--- src/rtl/adc_scanner_pkg.sv ---
// -----------------------------------------------------------------------------
// adc_scanner_pkg
// Shared definitions for the 4-channel SPI ADC scanner: controller state
// encoding, frame geometry, result width, channel count and the command
// prefix placed in front of the channel number on MOSI.
// -----------------------------------------------------------------------------
package adc_scanner_pkg;

  localparam int unsigned FRAME_BITS = 16;  // SCLK periods per conversion frame
  localparam int unsigned RESULT_W   = 12;  // conversion result width
  localparam int unsigned NUM_CH     = 4;   // channels scanned round-robin
  localparam int unsigned CH_W       = 2;   // channel index width

  // Start bit + single-ended select, sent ahead of the channel number.
  localparam logic [1:0] CMD_PREFIX = 2'b11;

  // A frame is 34 SCLK half-periods: one setup half, 32 shift halves
  // (high phase first) and one hold half with SCLK parked low.
  localparam int unsigned HALF_W         = 6;
  localparam int unsigned HALF_SHIFT_END = 2 * FRAME_BITS;      // last low phase
  localparam int unsigned HALF_HOLD      = 2 * FRAME_BITS + 1;  // hold phase

  typedef enum logic [2:0] {
    ST_IDLE,
    ST_SETUP,
    ST_SHIFT,
    ST_HOLD,
    ST_GAP
  } state_t;

  // MOSI command word for a channel, sent MSB first.
  function automatic logic [FRAME_BITS-1:0] build_frame(input logic [CH_W-1:0] ch);
    return {CMD_PREFIX, ch, {RESULT_W{1'b0}}};
  endfunction

  // Chip select is asserted for the whole of setup, shift and hold.
  function automatic logic is_frame_state(input state_t st);
    return (st == ST_SETUP) || (st == ST_SHIFT) || (st == ST_HOLD);
  endfunction

endpackage

--- src/rtl/adc_sclk_gen.sv ---
// -----------------------------------------------------------------------------
// adc_sclk_gen
// Half-period divider for the ADC serial clock. While run is high it counts
// CLK_DIV-cycle half-periods across one frame and emits single-cycle strobes
// marking where SCLK must rise or fall, where the shift phase ends and where
// the hold phase ends. Counters clear whenever run is low, so every frame
// starts from the same phase.
//
// Ports
//   clk24        system clock, rising edge
//   reset        asynchronous active-low reset
//   run_i        frame in progress (setup, shift or hold)
//   rise_o       SCLK goes high at the next clock edge
//   fall_o       SCLK goes low at the next clock edge
//   shift_end_o  last shift half-period completes at the next edge
//   frame_end_o  hold half-period completes at the next edge
// -----------------------------------------------------------------------------
module adc_sclk_gen
  import adc_scanner_pkg::*;
#(
  parameter int unsigned CLK_DIV = 6
) (
  input  logic clk24,
  input  logic reset,
  input  logic run_i,
  output logic rise_o,
  output logic fall_o,
  output logic shift_end_o,
  output logic frame_end_o
);

  localparam logic [7:0]        DIV_LAST  = 8'(CLK_DIV - 1);
  localparam logic [HALF_W-1:0] SHIFT_END = HALF_W'(HALF_SHIFT_END);
  localparam logic [HALF_W-1:0] HOLD_HALF = HALF_W'(HALF_HOLD);

  logic [7:0]        div_cnt_q;
  logic [HALF_W-1:0] half_q;
  logic              tick;

  assign tick = run_i && (div_cnt_q == DIV_LAST);

  // NOTE: state registers use non-blocking assignments so every flop samples
  // pre-edge values; blocking here would create order-dependent simulation.
  always_ff @(posedge clk24 or negedge reset) begin
    if (!reset) begin
      div_cnt_q <= '0;
      half_q    <= '0;
    end else if (!run_i) begin
      div_cnt_q <= '0;
      half_q    <= '0;
    end else if (tick) begin
      div_cnt_q <= '0;
      half_q    <= (half_q == HOLD_HALF) ? '0 : half_q + 1'b1;
    end else begin
      div_cnt_q <= div_cnt_q + 8'd1;
    end
  end

  // Even half indices before the shift end lead into a high phase, odd ones
  // into a low phase: 16 rises and 16 falls per frame.
  assign rise_o      = tick && !half_q[0] && (half_q < SHIFT_END);
  assign fall_o      = tick &&  half_q[0] && (half_q < SHIFT_END);
  assign shift_end_o = tick && (half_q == SHIFT_END);
  assign frame_end_o = tick && (half_q == HOLD_HALF);

endmodule

--- src/rtl/adc_scanner.sv ---
// -----------------------------------------------------------------------------
// adc_scanner
// Continuously scans a 4-channel SPI ADC (mode 0) while enable is high. Each
// frame sends {start, single-ended, channel, 12'h000} on MOSI and captures
// 16 MISO bits, keeping the last 12 as the channel result. Channels rotate
// 0..3 and the rotation point survives idle periods.
//
// Ports
//   clk24            system clock, rising edge
//   reset            asynchronous active-low reset
//   enable           keep scanning while high (a running frame always completes)
//   spi_cs_n         ADC chip select, active low
//   spi_sclk         ADC serial clock, idle low
//   spi_mosi         command bits to the ADC
//   spi_miso         data bits from the ADC
//   ch0..ch3         latest result per channel
//   frame_done       one-cycle pulse when a channel result updates
//   scan_done        one-cycle pulse when ch3 updates
// -----------------------------------------------------------------------------
module adc_scanner
  import adc_scanner_pkg::*;
#(
  parameter int unsigned CLK_DIV = 6,
  parameter int unsigned GAP_CYC = 4
) (
  input  logic                clk24,
  input  logic                reset,
  input  logic                enable,
  output logic                spi_cs_n,
  output logic                spi_sclk,
  output logic                spi_mosi,
  input  logic                spi_miso,
  output logic [RESULT_W-1:0] ch0,
  output logic [RESULT_W-1:0] ch1,
  output logic [RESULT_W-1:0] ch2,
  output logic [RESULT_W-1:0] ch3,
  output logic                frame_done,
  output logic                scan_done
);

  localparam logic [7:0]      GAP_LAST = 8'(GAP_CYC - 1);
  localparam logic [CH_W-1:0] LAST_CH  = CH_W'(NUM_CH - 1);

  state_t                state_q, state_d;
  logic [7:0]            gap_cnt_q;
  logic [CH_W-1:0]       ch_idx_q;
  logic [FRAME_BITS-1:0] mosi_sr_q;
  logic [FRAME_BITS-1:0] miso_sr_q;
  logic [RESULT_W-1:0]   ch_q [NUM_CH];
  logic                  cs_n_q, sclk_q, mosi_q;
  logic                  frame_done_q, scan_done_q;

  logic                  run;
  logic                  sclk_rise, sclk_fall, shift_end, frame_end;
  logic [FRAME_BITS-1:0] frame_cmd;
  logic                  unused_miso_hi;

  assign run       = is_frame_state(state_q);
  assign frame_cmd = build_frame(ch_idx_q);

  // The leading four MISO bits arrive while the command is still going out
  // and carry no data.
  assign unused_miso_hi = ^miso_sr_q[FRAME_BITS-1:RESULT_W];

  adc_sclk_gen #(
    .CLK_DIV (CLK_DIV)
  ) u_sclk_gen (
    .clk24       (clk24),
    .reset       (reset),
    .run_i       (run),
    .rise_o      (sclk_rise),
    .fall_o      (sclk_fall),
    .shift_end_o (shift_end),
    .frame_end_o (frame_end)
  );

  always_ff @(posedge clk24 or negedge reset) begin
    if (!reset) state_q <= ST_IDLE;
    else        state_q <= state_d;
  end

  // Enable is only consulted in IDLE and at the end of GAP, so dropping it
  // mid-frame lets the frame finish and its result land.
  // NOTE: state_d gets its default before the case so every path assigns it;
  // otherwise a latch is inferred for the uncovered conditions.
  always_comb begin
    state_d = state_q;
    case (state_q)
      ST_IDLE:  if (enable)    state_d = ST_SETUP;
      ST_SETUP: if (sclk_rise) state_d = ST_SHIFT;
      ST_SHIFT: if (shift_end) state_d = ST_HOLD;
      ST_HOLD:  if (frame_end) state_d = ST_GAP;
      ST_GAP:   if (gap_cnt_q == GAP_LAST) state_d = enable ? ST_SETUP : ST_IDLE;
      default:  state_d = ST_IDLE;
    endcase
  end

  // Pins are registered from the next state so they line up with state_q and
  // nothing reaches an output combinationally.
  // NOTE: the result registers are reset explicitly because software reads
  // them as a defined zero until the first conversion of each channel lands.
  always_ff @(posedge clk24 or negedge reset) begin
    if (!reset) begin
      gap_cnt_q    <= '0;
      ch_idx_q     <= '0;
      mosi_sr_q    <= '0;
      miso_sr_q    <= '0;
      cs_n_q       <= 1'b1;
      sclk_q       <= 1'b0;
      mosi_q       <= 1'b0;
      frame_done_q <= 1'b0;
      scan_done_q  <= 1'b0;
      for (int i = 0; i < NUM_CH; i++) ch_q[i] <= '0;
    end else begin
      frame_done_q <= 1'b0;
      scan_done_q  <= 1'b0;
      cs_n_q       <= !is_frame_state(state_d);
      gap_cnt_q    <= (state_q == ST_GAP) ? gap_cnt_q + 8'd1 : '0;

      // Command bit 15 is presented for the whole setup half-period.
      if (state_q != ST_SETUP && state_d == ST_SETUP) begin
        mosi_sr_q <= frame_cmd;
        mosi_q    <= frame_cmd[FRAME_BITS-1];
      end

      if (sclk_rise) begin
        sclk_q    <= 1'b1;
        miso_sr_q <= {miso_sr_q[FRAME_BITS-2:0], spi_miso};
      end

      // After the 16th fall the shifter has emptied, so MOSI parks at 0.
      if (sclk_fall) begin
        sclk_q    <= 1'b0;
        mosi_q    <= mosi_sr_q[FRAME_BITS-2];
        mosi_sr_q <= {mosi_sr_q[FRAME_BITS-2:0], 1'b0};
      end

      if (frame_end) begin
        ch_q[ch_idx_q] <= miso_sr_q[RESULT_W-1:0];
        frame_done_q   <= 1'b1;
        scan_done_q    <= (ch_idx_q == LAST_CH);
        ch_idx_q       <= ch_idx_q + 1'b1;
      end
    end
  end

  assign spi_cs_n   = cs_n_q;
  assign spi_sclk   = sclk_q;
  assign spi_mosi   = mosi_q;
  assign ch0        = ch_q[0];
  assign ch1        = ch_q[1];
  assign ch2        = ch_q[2];
  assign ch3        = ch_q[3];
  assign frame_done = frame_done_q;
  assign scan_done  = scan_done_q;

endmodule

--- config.mk ---
export PLATFORM = sky130hd
export DESIGN_NAME = adc_scanner
export DESIGN_NICKNAME = d
export VERILOG_FILES = /design/src/rtl/adc_scanner_pkg.sv /design/src/rtl/adc_sclk_gen.sv /design/src/rtl/adc_scanner.sv
export SDC_FILE = /design/constraint.sdc
export NUM_CORES = 1
export LEC_CHECK = 0
export ABC_AREA = 0
export ABC_CLOCK_PERIOD_IN_PS = 2000
export BUFFER_PORTS_ARGS = -buffer_cell sky130_fd_sc_hd__buf_2
export CORE_UTILIZATION = 51
export DETAILED_ROUTE_END_ITERATION = 7
export PLACE_DENSITY = 0.75
export SLEW_MARGIN = 5
export SYNTH_ARGS = -nofsm -noshare
export SYNTH_HDL_FRONTEND = slang
export SYNTH_SLANG_ARGS = --single-unit
--- constraint.sdc ---
create_clock -name clk24 -period 2 [get_ports clk24]
set_input_delay 0 -clock clk24 [delete_from_list [all_inputs] [get_ports clk24]]
set_output_delay 0 -clock clk24 [all_outputs]
set_load 0.005 [all_outputs]
==> results of run 1 <==
[cells by family (layout without fill, tap and decap cells)]
family | Yosys count | after routing
adder cells (fa/ha/maj) | 10 | 10
flip-flops | 95 | 95
AND/OR/NAND/NOR | 73 | 73
AO/OA/AOI/OAI | 26 | 26
buffers and inverters | 13 | 123
multiplexers | 62 | 62
XOR/XNOR | 14 | 14
[registers in the layout, summed over array words and instances, names as in the netlist]
register	cells
ch0	12
ch1	12
ch2	12
ch3	12
miso_sr_q	12
gap_cnt_q	8
u_sclk_gen.div_cnt_q	8
u_sclk_gen.half_q	6
mosi_sr_q	3
state_q	3
ch_idx_q	2
frame_done	1
scan_done	1
spi_cs_n	1
spi_mosi	1
spi_sclk	1
[critical path, delay by kind of cell (launching register included)]
| kind | cells | cell delay (ns) |
|---|---|---|
| buffers and inverters | 3 | 0.38 |
| adder cells (fa/ha/maj) | 1 | 0.16 |
| AND/OR/NAND/NOR | 3 | 0.77 |
| multiplexers | 1 | 0.27 |
| flip-flops | 1 | 0.39 |
[routing by layer]
| metal | vias to the layer above | global-route usage [%] | routed length [microns] |
|---|---|---|---|
| li1 | 1255 | - | - |
| met1 | 1377 | 27.84 | 3772 |
| met2 | 60 | 33.33 | 3859 |
| met3 | 11 | 3.451 | 246 |
| met4 | 0 | 7.258 | 133 |
| met5 | - | 0 | 0 |
[layout by cell type (no fill, tap or decap), types with 3 or more instances in the layout]
| master | count |
|---|---|
| sky130_fd_sc_hd__a31oi_1 | 4 |
| sky130_fd_sc_hd__and3_1 | 6 |
| sky130_fd_sc_hd__buf_12 | 3 |
| sky130_fd_sc_hd__buf_2 | 55 |
| sky130_fd_sc_hd__buf_4 | 32 |
| sky130_fd_sc_hd__buf_6 | 6 |
| sky130_fd_sc_hd__clkbuf_8 | 9 |
| sky130_fd_sc_hd__dfrtp_1 | 94 |
| sky130_fd_sc_hd__ha_1 | 8 |
| sky130_fd_sc_hd__inv_1 | 7 |
| sky130_fd_sc_hd__mux2_2 | 62 |
| sky130_fd_sc_hd__nand2_1 | 5 |
| sky130_fd_sc_hd__nand3_1 | 11 |
| sky130_fd_sc_hd__nand3_2 | 3 |
| sky130_fd_sc_hd__nor2_1 | 20 |
| sky130_fd_sc_hd__or3_1 | 3 |
| sky130_fd_sc_hd__xnor2_1 | 5 |
| sky130_fd_sc_hd__xor2_1 | 9 |
[final cells by class]
class,count,area [sq um],area share (%)
clock buffers,10,127.6,2.524
clock inverters,6,52.55,1.039
inverters,7,26.28,0.5197
multi-input cells,185,1644,32.52
flip-flops and latches,95,2379,47.04
well taps,99,123.9,2.450
repair buffers,100,703.2,13.91
[where the power goes]
group / leakage [nW] / total [mW] / switching (mW) / internal (mW)
registers: 1.30 / 1.93 / 0.00761 / 1.92
clock network: 0.0854 / 1.17 / 0.702 / 0.472
logic: 1.28 / 0.0556 / 0.0399 / 0.0157
total: 2.67 / 3.16 / 0.750 / 2.41
[timing repair]
| action | 4_1_cts | 5_1_grt |
|---|---|---|
| pin swaps | 0 | 7 |
| buffers inserted | 2 | 4 |
| hold buffers | 2 | 0 |
| endpoints found under the hold margin | 47 | 0 |
| setup endpoints to repair | 50 | 67 |
| gates resized for setup | 2 | 22 |
| gates cloned | 0 | 1 |
[stage by stage]
stage	instance area (sq um)	TNS [ns]	util, %
floorplan	4020	-1.222	-
global placement	4687	-0.02544	63.27
detailed placement	4687	-2.211	63.27
CTS	4910	-1.830	66.27
global route	5056	-7.390	68.25
finish	5056	-3.192	68.25
[final timing paths]
kind / startpoint / endpoint
min in group asynchronous: reset / scan_done
setup reg to reg: u_sclk_gen.div_cnt_q[1] / ch3[9]
setup / recovery: u_sclk_gen.div_cnt_q[1] / ch3[9]
max in group asynchronous: reset / ch3[11]
hold reg to reg: spi_mosi / spi_mosi
hold / removal: enable / mosi_sr_q[12]
==> implementation parameters, run 1 <==
Parameter                              Value

Worst setup path
  Arrival time at the worst endpoint    2.33 ns
  Worst path max stage delay    around 0.50 ns
  Data required time at the worst endpoint    between 2 and 2.5 ns
  Kind of end point of the critical path    flip-flop
  Internal reg-to-reg setup slack    -0.09 ns
  Number of cells on the worst reg-to-reg path    8
  Critical Path Start Type    flip-flop
  Slowest stage cell, crit path    sky130_fd_sc_hd__or4b_4
  Maximum fanout count along the critical path    13
  Cells along the critical path    inv_1 -> ha_2 -> or4b_4 -> nor3_4 -> buf_6 -> nand3_2 -> buf_12 -> mux2_2
  Crit Path Category    flip-flop to flip-flop

STA
  Worst-case headroom to the max-slew limit    about two thirds
  Shortest period the worst path allows    ~2.1 ns
  Worst-Margin Slew    0.5002 ns
  Final period util    104.6%
  Worst Setup Slack, final    -0.09169 ns
  Min Hold Slack    between 0.1 and 0.15 ns
  RSZ-0062 raised after global routing    yes
  Final setup fails    between 60 and 70
  Number of hold-slack violations in the final timing report    0
  Post-Route Skew    0.02181 ns
  Maximum operating frequency    approximately 480 MHz
  Pins Over Slew Limit    0

GRT
  Global-route wire length before repair    about 13000 microns
  Pin count of the biggest net entering global routing    39
  Total congestion overflow    0
  Global-route usage over all layers    around a fifth
  Number of global-route vias before repair    between 2000 and 3000
  Initial antenna violation count    0

Clock tree
  TritonCTS clock tree    done
  Max Buffers Root-to-Sink    2
  CTS Buf Count    9
  H-tree depth    3
  Clock net sink count    between 90 and 100
  Master cell of the clock root buffer    sky130_fd_sc_hd__clkbuf_8
  Clock insertion delay at the later pin of the skew report    0.37 ns
  Post-CTS clock slew at the launch and capture registers of the worst setup and hold paths    0.10 ns

Route
  Routed via count    approximately 2700
  Antenna Nets Post-Route    0
  Routed Wire Length    ~8000 microns
  Detailed-routing iteration count for the pre-antenna-repair pass    4
  WL per Instance    ~16 microns
  Post-detailed-route DRC marker count    0
  Vias per Instance    5.384
  DRC violation total after the first TritonRoute iteration    162

Floorplan
  Area of the core    roughly 7400 sq um
  Die area    approximately 8200 sq um
  Number of placement rows    31
  I/O pin count    57
  Initial core utilization    53.77%
  Die outline width    roughly 90 microns
  Die Ht    90.38 microns

Synthesis
  Cell types occupying the most area after synthesis    sky130_fd_sc_hd__dfrtp_1, sky130_fd_sc_hd__mux2_2, sky130_fd_sc_hd__ha_1
  Main flop type after synthesis    sky130_fd_sc_hd__dfrtp_1
  EDFF count, synth    0
  Share of cell area taken by muxes after synthesis    17.53%
  Nets in the synthesized netlist    307
  Synth top area share    roughly three fifths
  Mean instance size in the synthesized netlist    roughly 14 sq um
  Post-synthesis sequential area ratio    around 60%
  Synth cell count leaders    sky130_fd_sc_hd__dfrtp_1, sky130_fd_sc_hd__mux2_2, sky130_fd_sc_hd__nor2_1, sky130_fd_sc_hd__nand3_1, sky130_fd_sc_hd__ha_1
  Post-synthesis cell type count    44
  Cells after synthesis    293
  Area fraction in and, or, nand and nor cells after synthesis    between 10% and 20%
  Number of warnings reported in the yosys synthesis log    0
  Leading cell type by number of instances after synthesis    sky130_fd_sc_hd__dfrtp_1
  Ys async rst share    100.0%
  Count of state elements after synthesis    95
  Post-synthesis xor/xnor area fraction    between 3 and 4%
  Adder and majority cell fraction of the synthesized area    between 3 and 4%
  Synthesized cell area    3984 sq um
  Dominant cell type by area after synthesis    sky130_fd_sc_hd__dfrtp_1
  Largest family of logic cells by synthesized area    multiplexers
  Compound-cell area share of the yosys netlist    under 10%

Placement
  Post-place setup slack    -0.08525 ns
  Final weighted congestion in routability-driven placement    ~0.84
  Number of port buffers    56
  Instance count after placement with tap cells included    ~480
  Final HPWL from detailed placement    5415 microns

Flow run
  Total of max-cap violations    0

Final layout
  Total of fill cells in the finished design    about 540
  Area growth from synthesis to final layout    26.92%
  Fraction of layout cells with a size suffix above 1    between 40% and 50%
  Antenna fix cells    0
  Final non-filler cell total    roughly 500
  Number of nets in the final layout    approximately 400

Hold path
  Hold depth    4
  Worst Hold Class    input port to flip-flop

Outcome
  Failing checks    negative setup slack
  Result of the run    finished, violations left

Pwr
  Leakage power    2.668 nW
  Peak supply drop    approximately 0.50 mV
  Overall power of the completed layout    3.162 mW
  P per Cell Area    between 600 and 700 nW/um^2
(Power assumes the default switching activity.)
==> inputs of run 2 (changes only) <==
Settings changed: ABC_CLOCK_PERIOD_IN_PS 2000 to 2300, CORE_UTILIZATION 51 to 56, PLACE_DENSITY 0.75 to 0.78.
Clock period 2 ns to 2.3 ns, I/O delays scaled along.
==> run 2 against run 1 <==
Effect of this change: the run now ends clean; non-clock buffer count decreased by 31; count of clock-buffer cells in the layout unchanged; via count decreased by 5.7%; first-iteration DRC count decreased by 44%; largest power group unchanged.
==> implementation parameters, run 2 (same netlist as run 1, synthesis figures left out) <==
Parameter                              Value

Outcome
  Result of the run    complete, no violations

Clock tree
  Clock net sink count    95
  Number of buffers inserted to repair setup after CTS    0
  TritonCTS clock tree    done
  H-tree depth    3
  Post-CTS clock slew at the launch and capture registers of the worst setup and hold paths    about 0.1 ns
  Master cell of the clock root buffer    sky130_fd_sc_hd__clkbuf_8
  CTS Buf Count    9
  Max Buffers Root-to-Sink    2
  Clock insertion delay at the later pin of the skew report    between 0.3 and 0.4 ns

Pwr
  Peak supply drop    0.4550 mV
  Sequential fraction of design power    59.3%
  Gate power share    roughly 1.6%
  Share of total power in the clock network    around two fifths
  Leakage power    approximately 2.5 nW
  Internal portion of total power    roughly 2.2 mW
  Sw Share    between 20% and 30%
  P per Cell Area    ~600 nW/um^2
  Switching power total    approximately 630 uW

Placement
  Final weighted congestion in routability-driven placement    around 0.85
  Post-place setup slack    0.1156 ns
  Final HPWL from detailed placement    4960 microns
  Number of port buffers    between 50 and 60

Worst setup path
  Cells along the critical path    ha_2 -> or4b_4 -> o41a_2 -> or3_2 -> a21boi_0
  Arrival time at the worst endpoint    2.47 ns
  Slowest stage cell, crit path    sky130_fd_sc_hd__or4b_4
  Worst path max stage delay    approximately 0.47 ns
  Kind of cell adding the most delay to the critical path    simple AND/OR/NAND/NOR gates
  Data required time at the worst endpoint    around 2.6 ns
  Kind of end point of the critical path    flip-flop
  Critical path buffer and inverter count    0
  Critical Path Start Type    flip-flop
  Maximum fanout count along the critical path    5
  Crit Path Category    flip-flop to flip-flop

Route
  Routed via count    2550
  Post-detailed-route DRC marker count    0
  Detailed-routing iteration count for the pre-antenna-repair pass    4
  WL per Instance    roughly 15 microns
  DRC violation total after the first TritonRoute iteration    90
  Antenna Nets Post-Route    0
  Routed Wire Length    7213 microns
  Vias per Instance    around 5.4

GRT
  Initial antenna violation count    0
  Global-route wire length before repair    roughly 12000 microns
  Total congestion overflow    0
  Global-route usage over all layers    around 21%
  Pin count of the biggest net entering global routing    56
  Number of global-route vias before repair    about 2500

Hold path
  Worst Hold Class    input port to async pin

Flow run
  Total of max-cap violations    0

STA
  Min Hold Slack    around 0.14 ns
  Total negative setup slack    0 ns
  Final period util    between 90% and 100%
  Number of hold-slack violations in the final timing report    0
  Shortest period the worst path allows    about 2.2 ns
  Worst-case headroom to the max-slew limit    between 60% and 70%
  Final setup fails    0
  Maximum operating frequency    455.7 MHz
  Pins Over Slew Limit    0
  Post-Route Skew    ~0.014 ns
  Worst Setup Slack, final    around 0.11 ns
  Worst-Margin Slew    between 0.5 and 0.6 ns

Floorplan
  Die area    between 7000 and 8000 sq um
  Die outline width    86.35 microns
  I/O pin count    between 50 and 60
  Area of the core    ~6800 sq um
  Die Ht    between 80 and 90 microns
  Initial core utilization    58.32%
  Number of placement rows    30

Final layout
  Commonest non-fill, non-tap cell in the layout    sky130_fd_sc_hd__dfrtp_1
  Number of nets in the final layout    381
  Total of fill cells in the finished design    ~530
  Utilization of the core after routing    a little under 70%
  Combined area of the multi-input logic cells    about 1600 sq um
  Fraction of layout cells with a size suffix above 1    between 40% and 50%
  Area growth from synthesis to final layout    17.37%
  Sequential cell area in the final layout    roughly 2400 sq um
  Antenna fix cells    0
  Commonest cells after routing, fill and taps aside    sky130_fd_sc_hd__dfrtp_1, sky130_fd_sc_hd__mux2_2, sky130_fd_sc_hd__buf_2, sky130_fd_sc_hd__nor2_1, sky130_fd_sc_hd__nand3_1
-- run 2: final timing paths --
path                         startpoint             to  slack [ns]  depth (start not counted)
max                        gap_cnt_q[0]  mosi_sr_q[12]        0.11                          5
min                               reset   gap_cnt_q[5]        0.14                          2
max reg2reg                gap_cnt_q[0]  mosi_sr_q[12]        0.11                          5
min reg2reg                    spi_mosi       spi_mosi        0.50                          1
max in group asynchronous         reset         ch2[3]        1.50                          3
min in group clk24               enable  mosi_sr_q[12]        0.15                          4
-- run 2: metrics by stage --
stage          instances  cell area, sq um  total power, mW
2_1_floorplan        293              3984            1.715
3_3_place_gp         450              4452            1.757
3_5_place_dp         450              4452            1.757
4_1_cts              468              4673            2.860
5_1_grt              468              4676            2.938
6_report             468              4676            2.835
-- run 2: per-layer routing --
metal  vias up  routed length, microns  global-route usage (%)
met1      1289                    3301                   26.96
met3         8                     351                   6.000
met4         0                      76                   8.182
met5         -                       0                       0
li1       1196                       -                       -
met2        57                    3485                   33.19
-- run 2: repair_timing --
action | 4_1_cts | 5_1_grt
resized for setup | 0 | 1
hold buffers | 2 | 0
setup endpoints to repair | 0 | 4
endpoints found under the hold margin | 41 | 0
-- run 2: cell type report --
class                   count  area share (%)
flip-flops and latches     95           50.87
clock inverters             6           1.579
inverters                   7          0.5619
clock buffers              10           2.729
multi-input cells         185           33.18
well taps                  96           2.569
repair buffers             69           8.510
-- run 2: power by group through the flow --
stage	registers, mW	logic (mW)	clock network [mW]
final	1.68	0.0440	1.11
after global routing	1.68	0.0524	1.20
after CTS	1.68	0.0473	1.13
after detailed placement	1.71	0.0445	0
after global placement	1.71	0.0439	0
after floorplan	1.71	0.00420	0
